$ cat src/rtl/ldl_wrr_v1_if.sv
// Request-sharing bus between a set of requesters, a downstream sink and
// the weighted round-robin arbiter. The arbiter sits on the slave side.
interface ldl_wrr_v1_if #(
   parameter int BIN_WIDTH = 3,
   parameter int REQ_WIDTH = 1 << BIN_WIDTH,
   parameter int WGT_WIDTH = 4
);

   logic [REQ_WIDTH-1:0]           req;
   logic [REQ_WIDTH*WGT_WIDTH-1:0] wgt;
   logic                           ready;
   logic                           valid;
   logic [REQ_WIDTH-1:0]           ack;
   logic [BIN_WIDTH-1:0]           bin;
   logic                           last;

   // Requester/sink side: drives requests, quotas and sink acceptance.
   modport master (
      output req,
      output wgt,
      output ready,
      input  valid,
      input  ack,
      input  bin,
      input  last
   );

   // Arbiter side: observes requests and returns the grant.
   modport slave (
      input  req,
      input  wgt,
      input  ready,
      output valid,
      output ack,
      output bin,
      output last
   );

endinterface

$ cat src/rtl/ldl_wrr_v1.sv
// Weighted round-robin arbiter with burst quotas. A grant is held for up to
// the owner's weight in accepted beats, or until the owner drops its request,
// then passes to the next eligible requester after the previous owner.
module ldl_wrr_v1 #(
   parameter int BIN_WIDTH = 3,
   parameter int REQ_WIDTH = 1 << BIN_WIDTH,
   parameter int WGT_WIDTH = 4
) (
   input logic           clk,
   input logic           rst_n,
   ldl_wrr_v1_if.slave   bus
);

   typedef enum logic {
      IDLE  = 1'b0,
      GRANT = 1'b1
   } state_t;

   state_t                 state;
   state_t                 state_d;
   logic [BIN_WIDTH-1:0]   ptr;
   logic [BIN_WIDTH-1:0]   ptr_d;
   logic [WGT_WIDTH-1:0]   cnt;
   logic [WGT_WIDTH-1:0]   cnt_d;
   logic [REQ_WIDTH-1:0]   ack_q;
   logic [REQ_WIDTH-1:0]   ack_d;
   logic [BIN_WIDTH-1:0]   bin_q;
   logic [BIN_WIDTH-1:0]   bin_d;

   logic [REQ_WIDTH-1:0]   elig;
   logic [WGT_WIDTH-1:0]   wfield [REQ_WIDTH];
   logic                   found;
   logic [BIN_WIDTH-1:0]   win;
   logic [BIN_WIDTH-1:0]   idx;
   logic                   release_now;
   logic                   take;

   // A requester with a zero quota can never be granted, so it is treated as
   // not requesting at all.
   for (genvar g = 0; g < REQ_WIDTH; g++) begin : g_elig
      assign wfield[g] = bus.wgt[g*WGT_WIDTH +: WGT_WIDTH];
      assign elig[g]   = bus.req[g] & (|wfield[g]);
   end

   // Round-robin search: start just after the last owner and wrap, so the
   // last owner itself is considered only when nobody else is eligible.
   always_comb begin
      found = 1'b0;
      win   = ptr;
      idx   = ptr;
      for (int k = 1; k <= REQ_WIDTH; k++) begin
         idx = BIN_WIDTH'((int'(ptr) + k) % REQ_WIDTH);
         if (!found && elig[idx]) begin
            found = 1'b1;
            win   = idx;
         end
      end
   end

   // Next-state logic: an abandon or an exhausted quota releases the grant,
   // and a release re-selects in the same edge so handover has no bubble.
   always_comb begin
      state_d     = state;
      ptr_d       = ptr;
      cnt_d       = cnt;
      ack_d       = ack_q;
      bin_d       = bin_q;
      release_now = 1'b0;
      take        = 1'b0;

      case (state)
         IDLE: begin
            take = found;
         end
         GRANT: begin
            release_now = !bus.req[bin_q] ||
                          (bus.ready && (cnt == WGT_WIDTH'(1)));
            if (release_now) begin
               if (found) begin
                  take = 1'b1;
               end else begin
                  state_d = IDLE;
                  ack_d   = '0;
               end
            end else if (bus.ready) begin
               cnt_d = cnt - WGT_WIDTH'(1);
            end
         end
         default: begin
            state_d = IDLE;
            ack_d   = '0;
         end
      endcase

      if (take) begin
         state_d    = GRANT;
         ptr_d      = win;
         bin_d      = win;
         cnt_d      = wfield[win];
         ack_d      = '0;
         ack_d[win] = 1'b1;
      end
   end

   // State register; reset parks the pointer on the top index so the first
   // search after reset begins at requester 0.
   always_ff @(posedge clk or negedge rst_n) begin
      if (!rst_n) begin
         state <= IDLE;
         ptr   <= BIN_WIDTH'(REQ_WIDTH - 1);
         cnt   <= '0;
         ack_q <= '0;
         bin_q <= '0;
      end else begin
         state <= state_d;
         ptr   <= ptr_d;
         cnt   <= cnt_d;
         ack_q <= ack_d;
         bin_q <= bin_d;
      end
   end

   assign bus.valid = (state == GRANT);
   assign bus.ack   = ack_q;
   assign bus.bin   = bin_q;
   assign bus.last  = (state == GRANT) && (cnt == WGT_WIDTH'(1));

endmodule
$ cat src/flat_wrapper.sv
// flat-port wrapper written by rule: the top's interface ports become plain ports
module ldl_wrr_v1_flat 
#(
   parameter int BIN_WIDTH = 3,
   parameter int REQ_WIDTH = 1 << BIN_WIDTH,
   parameter int WGT_WIDTH = 4
)
  (clk, rst_n, bus_req, bus_wgt, bus_ready, bus_valid, bus_ack, bus_bin, bus_last);
  ldl_wrr_v1_if #(.BIN_WIDTH(BIN_WIDTH), .REQ_WIDTH(REQ_WIDTH), .WGT_WIDTH(WGT_WIDTH)) bus_i ();
  input logic clk;
  input logic rst_n;
  input wire logic [$bits(bus_i.req)-1:0] bus_req;
  input wire logic [$bits(bus_i.wgt)-1:0] bus_wgt;
  input wire logic [$bits(bus_i.ready)-1:0] bus_ready;
  output wire logic [$bits(bus_i.valid)-1:0] bus_valid;
  output wire logic [$bits(bus_i.ack)-1:0] bus_ack;
  output wire logic [$bits(bus_i.bin)-1:0] bus_bin;
  output wire logic [$bits(bus_i.last)-1:0] bus_last;
  assign bus_i.req = bus_req;
  assign bus_i.wgt = bus_wgt;
  assign bus_i.ready = bus_ready;
  assign bus_valid = bus_i.valid;
  assign bus_ack = bus_i.ack;
  assign bus_bin = bus_i.bin;
  assign bus_last = bus_i.last;
  ldl_wrr_v1 #(.BIN_WIDTH(BIN_WIDTH), .REQ_WIDTH(REQ_WIDTH), .WGT_WIDTH(WGT_WIDTH)) u_core (.clk(clk), .rst_n(rst_n), .bus(bus_i));
endmodule
$ cat config.mk
export PLATFORM = sky130hd
export DESIGN_NAME = ldl_wrr_v1_flat
export DESIGN_NICKNAME = d
export VERILOG_FILES = /design/src/rtl/ldl_wrr_v1_if.sv /design/src/rtl/ldl_wrr_v1.sv /design/src/flat_wrapper.sv
export SDC_FILE = /design/constraint.sdc
export NUM_CORES = 1
export LEC_CHECK = 0
export BUFFER_PORTS_ARGS = -buffer_cell sky130_fd_sc_hd__buf_2
export CELL_PAD_IN_SITES_DETAIL_PLACEMENT = 0
export CELL_PAD_IN_SITES_GLOBAL_PLACEMENT = 2
export CORE_MARGIN = 2
export CORE_UTILIZATION = 32
export DETAILED_ROUTE_END_ITERATION = 8
export HOLD_SLACK_MARGIN = 0.08
export MAX_ROUTING_LAYER = met4
export PLACE_DENSITY_LB_ADDON = 0.1
export SLEW_MARGIN = 10
export SYNTH_ARGS = -nofsm -noshare
export SYNTH_HDL_FRONTEND = slang
export SYNTH_SLANG_ARGS = --single-unit
$ cat constraint.sdc
create_clock -name clk -period 4.9 [get_ports clk]
set_input_delay 0 -clock clk [delete_from_list [all_inputs] [get_ports clk]]
set_output_delay 0 -clock clk [all_outputs]
set_load 0.01 [all_outputs]
==> results of run 1 <==
worst max-delay path: stages (launching register included):
cell and delay [ps]:
dfstp_2 730, inv_2 180, ha_1 570, nand2_1 100, o22ai_1 350, nor2_1 150
nor4_4 590, nor3b_1 120, a2111o_1 530, nor2_8 330, mux2i_1 140, mux4_1 510
o21ai_1 140
flip-flops by register name (all words and copies together), names as in the netlist:
signal	count
u_core.bus.valid	1
u_core.ptr	3
u_core.bus.bin	3
u_core.bus.ack	8
u_core.cnt	4
cell type report:
| class | count | area [um2] |
|---|---|---|
| fillers | 762 | 4360 |
| multi-input cells | 227 | 1760 |
| flip-flops and latches | 19 | 479 |
| inverters | 7 | 26.3 |
| clock inverters | 1 | 5.00 |
| repair buffers | 63 | 338 |
| clock buffers | 3 | 41.3 |
| well taps | 99 | 124 |
worst min-delay path by stage:
stage / slack, ps / start / depth (start not counted) / end
5_1_grt: 240 / bus_ready / 4 / u_core.bus.valid
3_3_place_gp: -20 / rst_n / 1 / u_core.cnt[0]
2_1_floorplan: -300 / rst_n / 0 / u_core.bus.ack[0]
3_5_place_dp: -30 / rst_n / 1 / u_core.cnt[0]
6_report: 180 / bus_ready / 4 / u_core.bus.valid
4_1_cts: 170 / bus_ready / 4 / u_core.bus.valid
metrics by stage:
step                      hold WS [ps]  cell area, um2  worst slack (ps)  instances
after floorplan                   -296            2320               829        263
after global placement           -18.8            2720               546        414
after detailed placement         -25.3            2720               408        414
after CTS                          174            2780               374        419
after global routing               237            2780               102        419
final                              180            2780               362        419
cells by family (layout without fill, tap and decap cells):
kind of cell / after synthesis / after routing
adders and majority gates: 4 / 4
DFF: 19 / 19
AOI/OAI and AO/OA: 75 / 75
and+or+nand+nor: 96 / 96
buffers and inverters: 17 / 74
xor gates and xnor gates: 8 / 8
muxes: 44 / 44
cell usage in the layout (no fill, tap or decap), types with 3 or more instances in the layout:
cell | netlist | layout
nor3_1 | 8 | 8
ha_1 | 4 | 4
nand3_1 | 3 | 3
clkbuf_8 | 0 | 3
a22o_1 | 5 | 5
inv_1 | 5 | 5
nor4_1 | 5 | 5
or3_1 | 4 | 4
o21ai_1 | 3 | 3
mux2_2 | 6 | 6
o41ai_2 | 5 | 5
buf_4 | 0 | 7
nand2b_1 | 4 | 4
xor2_1 | 3 | 3
o22ai_1 | 9 | 9
dfstp_2 | 3 | 3
and3_1 | 3 | 3
mux2i_1 | 31 | 31
nand2_1 | 26 | 26
xnor2_1 | 4 | 4
o2111ai_1 | 3 | 3
a21oi_1 | 7 | 7
nor2_1 | 30 | 30
o21ai_0 | 10 | 10
nor2b_1 | 3 | 3
dfrtp_1 | 16 | 16
mux4_2 | 6 | 6
buf_2 | 2 | 55
a32o_1 | 3 | 3
per-layer routing:
metal	up-vias	wire length, um
met5	-	0
met4	0	234
met3	24	311
met2	69	4060
met1	1120	3490
li1	1144	-
==> impl_results.md, run 1 <==
* Core Box Area at 0.00714 mm2
* Largest net degree at the start of global routing at 24
* # diodes at 0
* Hpwl dp at 6.68 mm
* CP required at 5090 ps
* Most numerous cell in the Yosys netlist: mux2i_1
* Crit path kind: flip-flop to flip-flop
* Synth Instances at 263
* Die area at 0.00796 mm2
* Min cycle time layout at 4540 ps
* Worst hold path class: input pin to flip-flop
* CTS HTree Levels at 1
* Routed vias at 2357
* Ys Warns at 0
* Util after Layout at 38.9%
* CTS Root Cell: clkbuf_8
* Yosys reg bits at 19
* Gr usage total at 21.5%
* Initial antenna violation count at 0
* Fmax achieved at 220 MHz
* TritonCTS clock tree: yes
* GRT overflow at 0
* Fraction of synthesized area in multiplexers at 23.2%
* Drt pass-1 iters at 4
* Startpoint Class: flip-flop
* # clock sinks at 19
* Max-slew violation count at 0
* Routability-driven placement congestion ratio at 0.923
* Main synth FF type: dfrtp_1
* Simple-Gate Fraction of Synth Area at 21.3%
* Post-synth top area share at 17.2%
* Wire per inst at 19.3 um
* Antenna-violating nets left at 0
* Die height at 89.2 um
* Cts bufs inserted at 3
* Largest family of logic cells by synthesized area: compound AO/OA/AOI/OAI gates
* Data arrival time of the worst path at 4730 ps
* Reg-to-reg critical path endpoint: u_core.cnt[0]
* Post-synthesis xor/xnor area fraction at 3.34%
* Worst r2r src: u_core.ptr[1]
* Post-synth top cells: mux2i_1, nor2_1, nand2_1
* Worst reg-to-reg path cell count at 12
* Die width at 89.2 um
* Global-route wire length before repair at 12.6 mm
* Initial drt markers at 93
* Worst slew pin tran at 777 ps
* Critical Path End Type: flip-flop
* Crit-path max FO at 16
* Synth Net Count at 310
* Register area share after synthesis at 20.6%
* Post-cts gate resize count at 0
* Netlist cell types at 60
* Clock buffer depth at 2
* Grt met3 use at 2.59%
* Number of synthesized flops with an enable pin at 0
* P&R area growth vs syn at 19.5%
* Status: complete, no violations
* Post-route clock period utilization at 92.6%
* Routed WL at 8.10 mm
* Max-Cap Viols at 0
* Worst setup path end: u_core.cnt[0]
* Clock transition at path regs at 80 ps
* Largest cells by area after synthesis: dfrtp_1, mux2i_1, mux4_2
* Final Hold Fails at 0
* M1 GR Usage at 26.0%
* Slew HR at 47.8%
* Post-CTS Setup Bufs at 0
* Clk_lat worst skew at 260 ps
* Largest area contributor in the netlist: dfrtp_1
* Via density at 5.63
* IO Pins at 56
* Post-synthesis compound-gate area fraction at 25.9%
* RSZ-0062 raised after global routing: false
* DRC violations left at 0
* Row cnt at 31
* Layout Nets at 368
* Gr busiest metal: met2
* TNS Setup at 0 ps
* Share of layout cells above drive strength 1 at 30.3%
* Setup-failing EPs final at 0
* Cell Area, Synth at 0.00232 mm2
* I/O Buffers at 55
* Vias in the first global route at 2428
* Asr flop ratio synth at 100%
* Hold_buf cts at 1
* Adder-cell share of the synthesized area at 2.15%
* Initial core utilization at 32.6%
* Worst Setup SP: u_core.ptr[1]
* Clk_skew at 6.71 ps
* R2R Setup Slk at 360 ps
* Synth Area per Inst at 8.84 um2
* Met2 Use GR at 37.4%
Power of run 1 is left out: the tool's default activity adds up to more than one toggle a clock period on the data nets, which glitch-free logic cannot reach.
==> inputs of run 2 (changes only) <==
--- a/config.mk
+++ b/config.mk
@@ -11,9 +11,11 @@
 export CORE_MARGIN = 2
 export CORE_UTILIZATION = 32
 export DETAILED_ROUTE_END_ITERATION = 8
+export GPL_TIMING_DRIVEN = 0
 export HOLD_SLACK_MARGIN = 0.08
 export MAX_ROUTING_LAYER = met4
 export PLACE_DENSITY_LB_ADDON = 0.1
+export REMOVE_ABC_BUFFERS = 1
 export SLEW_MARGIN = 10
 export SYNTH_ARGS = -nofsm -noshare
 export SYNTH_HDL_FRONTEND = slang
==> constraint.sdc (replaced) <==
create_clock -name clk -period 4.9 [get_ports clk]
set_input_delay 0 -clock clk [delete_from_list [all_inputs] [get_ports clk]]
set_output_delay 0 -clock clk [all_outputs]
set_load 0.02 [all_outputs]
==> run 2 against run 1 <==
Sequential share of layout area about the same. Critical path type unchanged. Clock skew shrank 3.9 ps. Cell area rose by 0.63%. Largest cell class unchanged.
==> impl_results.md, run 2 (synthesis gave the netlist of run 1 again) <==
* Status: complete, no violations (unchanged)
* Min cycle time layout at 4570 ps (was 4540 ps)
* Row cnt at 31 (unchanged)
* Gr usage total at 20.3% (was 21.5%)
* Most common cell after layout, fill and taps aside: buf_2 (unchanged)
* DRC violations left at 0 (unchanged)
* Fmax achieved at 219 MHz (was 220 MHz)
* IO Pins at 56 (unchanged)
* Largest net degree at the start of global routing at 25 (was 24)
* Cts bufs inserted at 3 (unchanged)
* Most frequent cells in the layout: buf_2, mux2i_1, nor2_1 (unchanged)
* P&R area growth vs syn at 20.2% (was 19.5%)
* Setup-failing EPs final at 0 (unchanged)
* Routability-driven placement congestion ratio at 0.856 (was 0.923)
* Worst hold path class: input pin to flip-flop (unchanged)
* Clk_skew at 2.76 ps (was 6.71 ps)
* Die area at 0.00796 mm2 (unchanged)
* Via density at 5.68 (was 5.63)
* Wire per inst at 18.2 um (was 19.3 um)
* RSZ-0062 raised after global routing: false (unchanged)
* Slew HR at 47.5% (was 47.8%)
* CTS Root Cell: clkbuf_8 (unchanged)
* Crit path kind: flip-flop to flip-flop (unchanged)
* Routed WL at 7.64 mm (was 8.10 mm)
* Die height at 89.2 um (unchanged)
* Data arrival time of the worst path at 4740 ps (was 4730 ps)
* Core Box Area at 0.00714 mm2 (unchanged)
* Hpwl dp at 6.08 mm (was 6.68 mm)
* Post-route clock period utilization at 93.2% (was 92.6%)
* # diodes at 0 (unchanged)
* GRT overflow at 0 (unchanged)
* I/O Buffers at 55 (unchanged)
* Vias in the first global route at 2332 (was 2428)
* Antenna-violating nets left at 0 (unchanged)
* Initial antenna violation count at 0 (unchanged)
* Die width at 89.2 um (unchanged)
* Final Hold Fails at 0 (unchanged)
* R2R Setup Slk at 330 ps (was 360 ps)
* CTS HTree Levels at 1 (unchanged)
* Initial core utilization at 32.6% (unchanged)
* Max-slew violation count at 0 (unchanged)
* Max reg flops at 8 (unchanged)
* Global-route wire length before repair at 12.1 mm (was 12.6 mm)
* Routed vias at 2378 (was 2357)
* Place WS at -300 ps (was 408 ps)
* Max-Cap Viols at 0 (unchanged)
* Drt pass-1 iters at 4 (unchanged)
* Clk_lat worst skew at 250 ps (was 260 ps)
* Clock transition at path regs at 70 ps (was 80 ps)
* Layout Nets at 368 (unchanged)
* Startpoint Class: flip-flop (unchanged)
* Clock buffer depth at 2 (unchanged)
* Critical Path End Type: flip-flop (unchanged)
* Fin worst setup slack at 334 ps (was 362 ps)
* CP required at 5080 ps (was 5090 ps)
* # clock sinks at 19 (unchanged)
* TritonCTS clock tree: yes (unchanged)
* Share of layout cells above drive strength 1 at 30.9% (was 30.3%)
* Crit-path max FO at 24 (was 16)
* Initial drt markers at 86 (was 93)
* Worst slew pin tran at 777 ps (about the same)
-- run 2: changes by cell type in the layout (fill, tap and decap cells not counted) --
cell	previous run	this run
a21oi_2	1	0
a21oi_4	0	1
clkinvlp_4	0	1
dfstp_2	3	2
dfstp_4	0	1
ha_1	4	3
ha_2	0	1
inv_1	5	4
-- run 2: cell type report --
| cell class | count | area [um2] |
|---|---|---|
| Clock buffer | 3 | 41.3 |
| Clock inverter | 1 | 5.00 |
| Fill cell | 784 | 4340 |
| Inverter | 7 | 30.0 |
| Multi-Input combinational cell | 227 | 1770 |
| Sequential cell | 19 | 483 |
| Tap cell | 99 | 124 |
| Timing Repair Buffer | 63 | 338 |
-- run 2: repair_timing --
item,4_1_cts,5_1_grt
hold buffers,1,0
buffers inserted,4,3
cloned,0,0
endpoints found under the hold margin,19,0
gates resized for setup,2,2
pin swaps,1,0
setup endpoints to repair,4,7
-- run 2: path summary, 6_finish.rpt --
| path | startpoint | endpoint | depth (start not counted) |
|---|---|---|---|
| max | u_core.ptr[0] | u_core.cnt[3] | 13 |
| min | bus_ready | u_core.bus.valid | 4 |
| max reg2reg | u_core.ptr[0] | u_core.cnt[3] | 13 |
| min reg2reg | u_core.bus.ack[2] | u_core.bus.ack[2] | 2 |
| max in group asynchronous | rst_n | u_core.ptr[0] | 2 |
| min in group asynchronous | rst_n | u_core.cnt[3] | 2 |
-- run 2: routing by layer --
metal,track usage (%),vias up,share of wire (%)
li1,-,1152,-
met1,26.2,1178,48
met3,1.02,8,2.4
met4,4.34,0,1.3
met5,-,-,0
met2,35.3,40,48
-- run 2: worst max-delay path: stages (launching register included) --
cell        delay, ps
dfstp_4           790
clkinvlp_4        220
ha_2              520
inv_2             140
mux2i_1           390
nor2_1            160
nor4_4            370
buf_4             210
nor4_4             70
a221oi_1          270
a22oi_1           170
a21oi_4           400
mux4_2            590
a21oi_1           170
-- run 2: stage by stage --
| stage | TNS, ps | cell area [um2] | utilization, % | hold slack, ps | cells |
|---|---|---|---|---|---|
| 2_1_floorplan | 0 | 2270 | - | -296 | 253 |
| 3_3_place_gp | -1220 | 2670 | 37.4 | -29.3 | 407 |
| 3_5_place_dp | -1020 | 2670 | 37.4 | -26.8 | 407 |
| 4_1_cts | 0 | 2770 | 38.7 | 188 | 416 |
| 5_1_grt | 0 | 2800 | 39.2 | 259 | 419 |
| 6_report | 0 | 2800 | 39.2 | 206 | 419 |
Power of run 2 is left out for the same reason.
==> inputs of run 3 (changes only) <==
--- a/config.mk
+++ b/config.mk
@@ -11,10 +11,10 @@
 export CORE_MARGIN = 2
 export CORE_UTILIZATION = 32
 export DETAILED_ROUTE_END_ITERATION = 8
-export GPL_TIMING_DRIVEN = 0
 export HOLD_SLACK_MARGIN = 0.08
 export MAX_ROUTING_LAYER = met4
 export PLACE_DENSITY_LB_ADDON = 0.1
+export RECOVER_POWER = 25
 export REMOVE_ABC_BUFFERS = 1
 export SLEW_MARGIN = 10
 export SYNTH_ARGS = -nofsm -noshare
==> run 3 against run 2 <==
Cell area decreased by 0.40%. First-iteration DRC count increased by 23%. Non-clock buffer count increased by 1. Global-route usage increased by 0.93 points. Clock skew about the same. Largest cell class unchanged.
==> impl_results.md, run 3 (synthesis gave the netlist of run 1 again) <==
* Status: complete, no violations (unchanged)
* Startpoint Class: flip-flop (unchanged)
* Fin Hold WS at 183 ps (was 206 ps)
* CTS HTree Levels at 1 (unchanged)
* Post-CTS Setup Bufs at 0 (was 4)
* Clk_lat worst skew at 250 ps (about the same)
* Max reg flops at 8 (unchanged)
* R2R Setup Slk at 670 ps (was 330 ps)
* Critical path's largest stage delay at 590 ps (was 790 ps)
* Final Hold Fails at 0 (unchanged)
* IO Pins at 56 (unchanged)
* Place WS at 683 ps (was -300 ps)
* Fin worst setup slack at 667 ps (was 334 ps)
* Most common cell after layout, fill and taps aside: buf_2 (unchanged)
* Worst Setup SP: u_core.ptr[1] (was u_core.ptr[0])
* Vias in the first global route at 2286 (was 2332)
* Hold_sp: bus_ready (unchanged)
* Gr usage total at 21.3% (was 20.3%)
* Die width at 89.2 um (unchanged)
* DRC violations left at 0 (unchanged)
* Clock transition at path regs at 70 ps (about the same)
* # diodes at 0 (unchanged)
* Initial antenna violation count at 0 (unchanged)
* Die height at 89.2 um (unchanged)
* Worst Hold Path EP: u_core.bus.valid (unchanged)
* Cts bufs inserted at 3 (unchanged)
* Hold Crit Depth at 4 (unchanged)
* Global-route wire length before repair at 12.4 mm (was 12.1 mm)
* CP required at 5080 ps (about the same)
* Via density at 5.60 (was 5.68)
* Die area at 0.00796 mm2 (unchanged)
* Post-route clock period utilization at 86.4% (was 93.2%)
* Worst slew pin tran at 1060 ps (was 777 ps)
* Clk_skew at 2.40 ps (was 2.76 ps)
* Initial core utilization at 32.6% (unchanged)
* Worst Path Buf+Inv at 2 (was 3)
* Worst path cell trace: inv_2 > ha_1 > inv_2 > mux2i_1 > nor2_1 > nor4_4 > nor3b_1 > a2111o_1 > nor2_8 > mux2i_1 > mux4_1 > o21ai_1 (was clkinvlp_4 > ha_2 > inv_2 > mux2i_1 > nor2_1 > nor4_4 > buf_4 > nor4_4 > a221oi_1 > a22oi_1 > a21oi_4 > mux4_2 > a21oi_1)
* Share of layout cells above drive strength 1 at 30.2% (was 30.9%)
* Wire per inst at 18.6 um (was 18.2 um)
* Min cycle time layout at 4230 ps (was 4570 ps)
* Routability-driven placement congestion ratio at 0.867 (was 0.856)
* Crit-path max FO at 16 (was 24)
* Largest net degree at the start of global routing at 24 (was 25)
* Worst reg-to-reg path cell count at 12 (was 13)
* Initial drt markers at 106 (was 86)
* Crit path kind: flip-flop to flip-flop (unchanged)
* I/O Buffers at 55 (unchanged)
* Fmax achieved at 236 MHz (was 219 MHz)
* P&R area growth vs syn at 19.8% (was 20.2%)
* GRT overflow at 0 (unchanged)
* Post-cts gate resize count at 0 (was 2)
* Max-Cap Viols at 0 (unchanged)
* Slowest cell on crit path: nor4_4 (was dfstp_4)
* Multi-input logic area at 0.00176 mm2 (was 0.00177 mm2)
* Register area at 479 um2 (was 483 um2)
* CTS Root Cell: clkbuf_8 (unchanged)
* Clock buffer depth at 2 (unchanged)
* TritonCTS clock tree: yes (unchanged)
* Slew HR at 29.2% (was 47.5%)
* Max-slew violation count at 0 (unchanged)
* Routed vias at 2352 (was 2378)
* Layout fillers at 778 (was 784)
* Layout Nets at 369 (was 368)
* Drt pass-1 iters at 5 (was 4)
* TNS Setup at 0 ps (unchanged)
* Row cnt at 31 (unchanged)
* # clock sinks at 19 (unchanged)
* Worst hold path class: input pin to flip-flop (unchanged)
* RSZ-0062 raised after global routing: false (unchanged)
* Data arrival time of the worst path at 4420 ps (was 4740 ps)
* Critical Path End Type: flip-flop (unchanged)
* Hpwl dp at 6.43 mm (was 6.08 mm)
* Setup-failing EPs final at 0 (unchanged)
* Crit-path leading delay family: simple AND/OR/NAND/NOR gates (was compound AO/OA/AOI/OAI gates)
* Antenna-violating nets left at 0 (unchanged)
* Core Box Area at 0.00714 mm2 (unchanged)
* Routed WL at 7.80 mm (was 7.64 mm)
* Most frequent cells in the layout: buf_2, mux2i_1, nor2_1 (unchanged)
* Worst r2r src: u_core.ptr[1] (was u_core.ptr[0])
* Reg-to-reg critical path endpoint: u_core.cnt[0] (was u_core.cnt[3])
-- run 3: changes by cell type in the layout (fill, tap and decap cells not counted) --
cell,before,now
a21oi_2,0,1
a21oi_4,1,0
buf_2,55,54
buf_4,7,8
clkbuf_1,0,1
clkinvlp_4,1,0
dfstp_2,2,3
dfstp_4,1,0
ha_1,3,4
ha_2,1,0
inv_1,4,5
-- run 3: metal layers --
layer | global-route usage, % | vias to the layer above | wire [um]
li1 | - | 1157 | -
met1 | 27.9 | 1131 | 3590
met2 | 36.2 | 58 | 3860
met3 | 1.57 | 6 | 275
met4 | 4.21 | 0 | 84
met5 | - | - | 0
-- run 3: layout make-up --
cell class	count	share of cell area [%]
inverters	7	0.944
clock inverters	1	0.180
well taps	99	4.45
repair buffers	64	12.4
multi-input cells	227	63.4
flip-flops and latches	19	17.2
clock buffers	3	1.48
-- run 3: stage by stage --
| step | util [%] | cells | instance area [um2] |
|---|---|---|---|
| 6_report | 39.0 | 420 | 2780 |
| 2_1_floorplan | - | 253 | 2270 |
| 5_1_grt | 39.0 | 420 | 2780 |
| 4_1_cts | 39.0 | 420 | 2790 |
| 3_3_place_gp | 38.2 | 415 | 2730 |
| 3_5_place_dp | 38.2 | 415 | 2730 |
-- run 3: worst max path at each step --
stage                                to  slack (ps)  cells after the start
after floorplan           u_core.cnt[0]         820                     12
after global placement    u_core.cnt[0]         630                     12
after detailed placement  u_core.cnt[0]         680                     12
after CTS                 u_core.cnt[0]         680                     12
after global routing      u_core.cnt[0]         410                     12
final                     u_core.cnt[0]         670                     12
-- run 3: what timing repair did --
action                                 4_1_cts  5_1_grt
endpoints found under the hold margin       19        0
setup endpoints to repair                    0        0
hold buffers                                 1        0
-- run 3: worst min-delay path, delay by kind of cell --
family	cells	cell delay, ps
and+or+nand+nor	2	160
AOI/OAI and AO/OA	1	150
buffers and inverters	1	90
Power of run 3 is left out for the same reason.
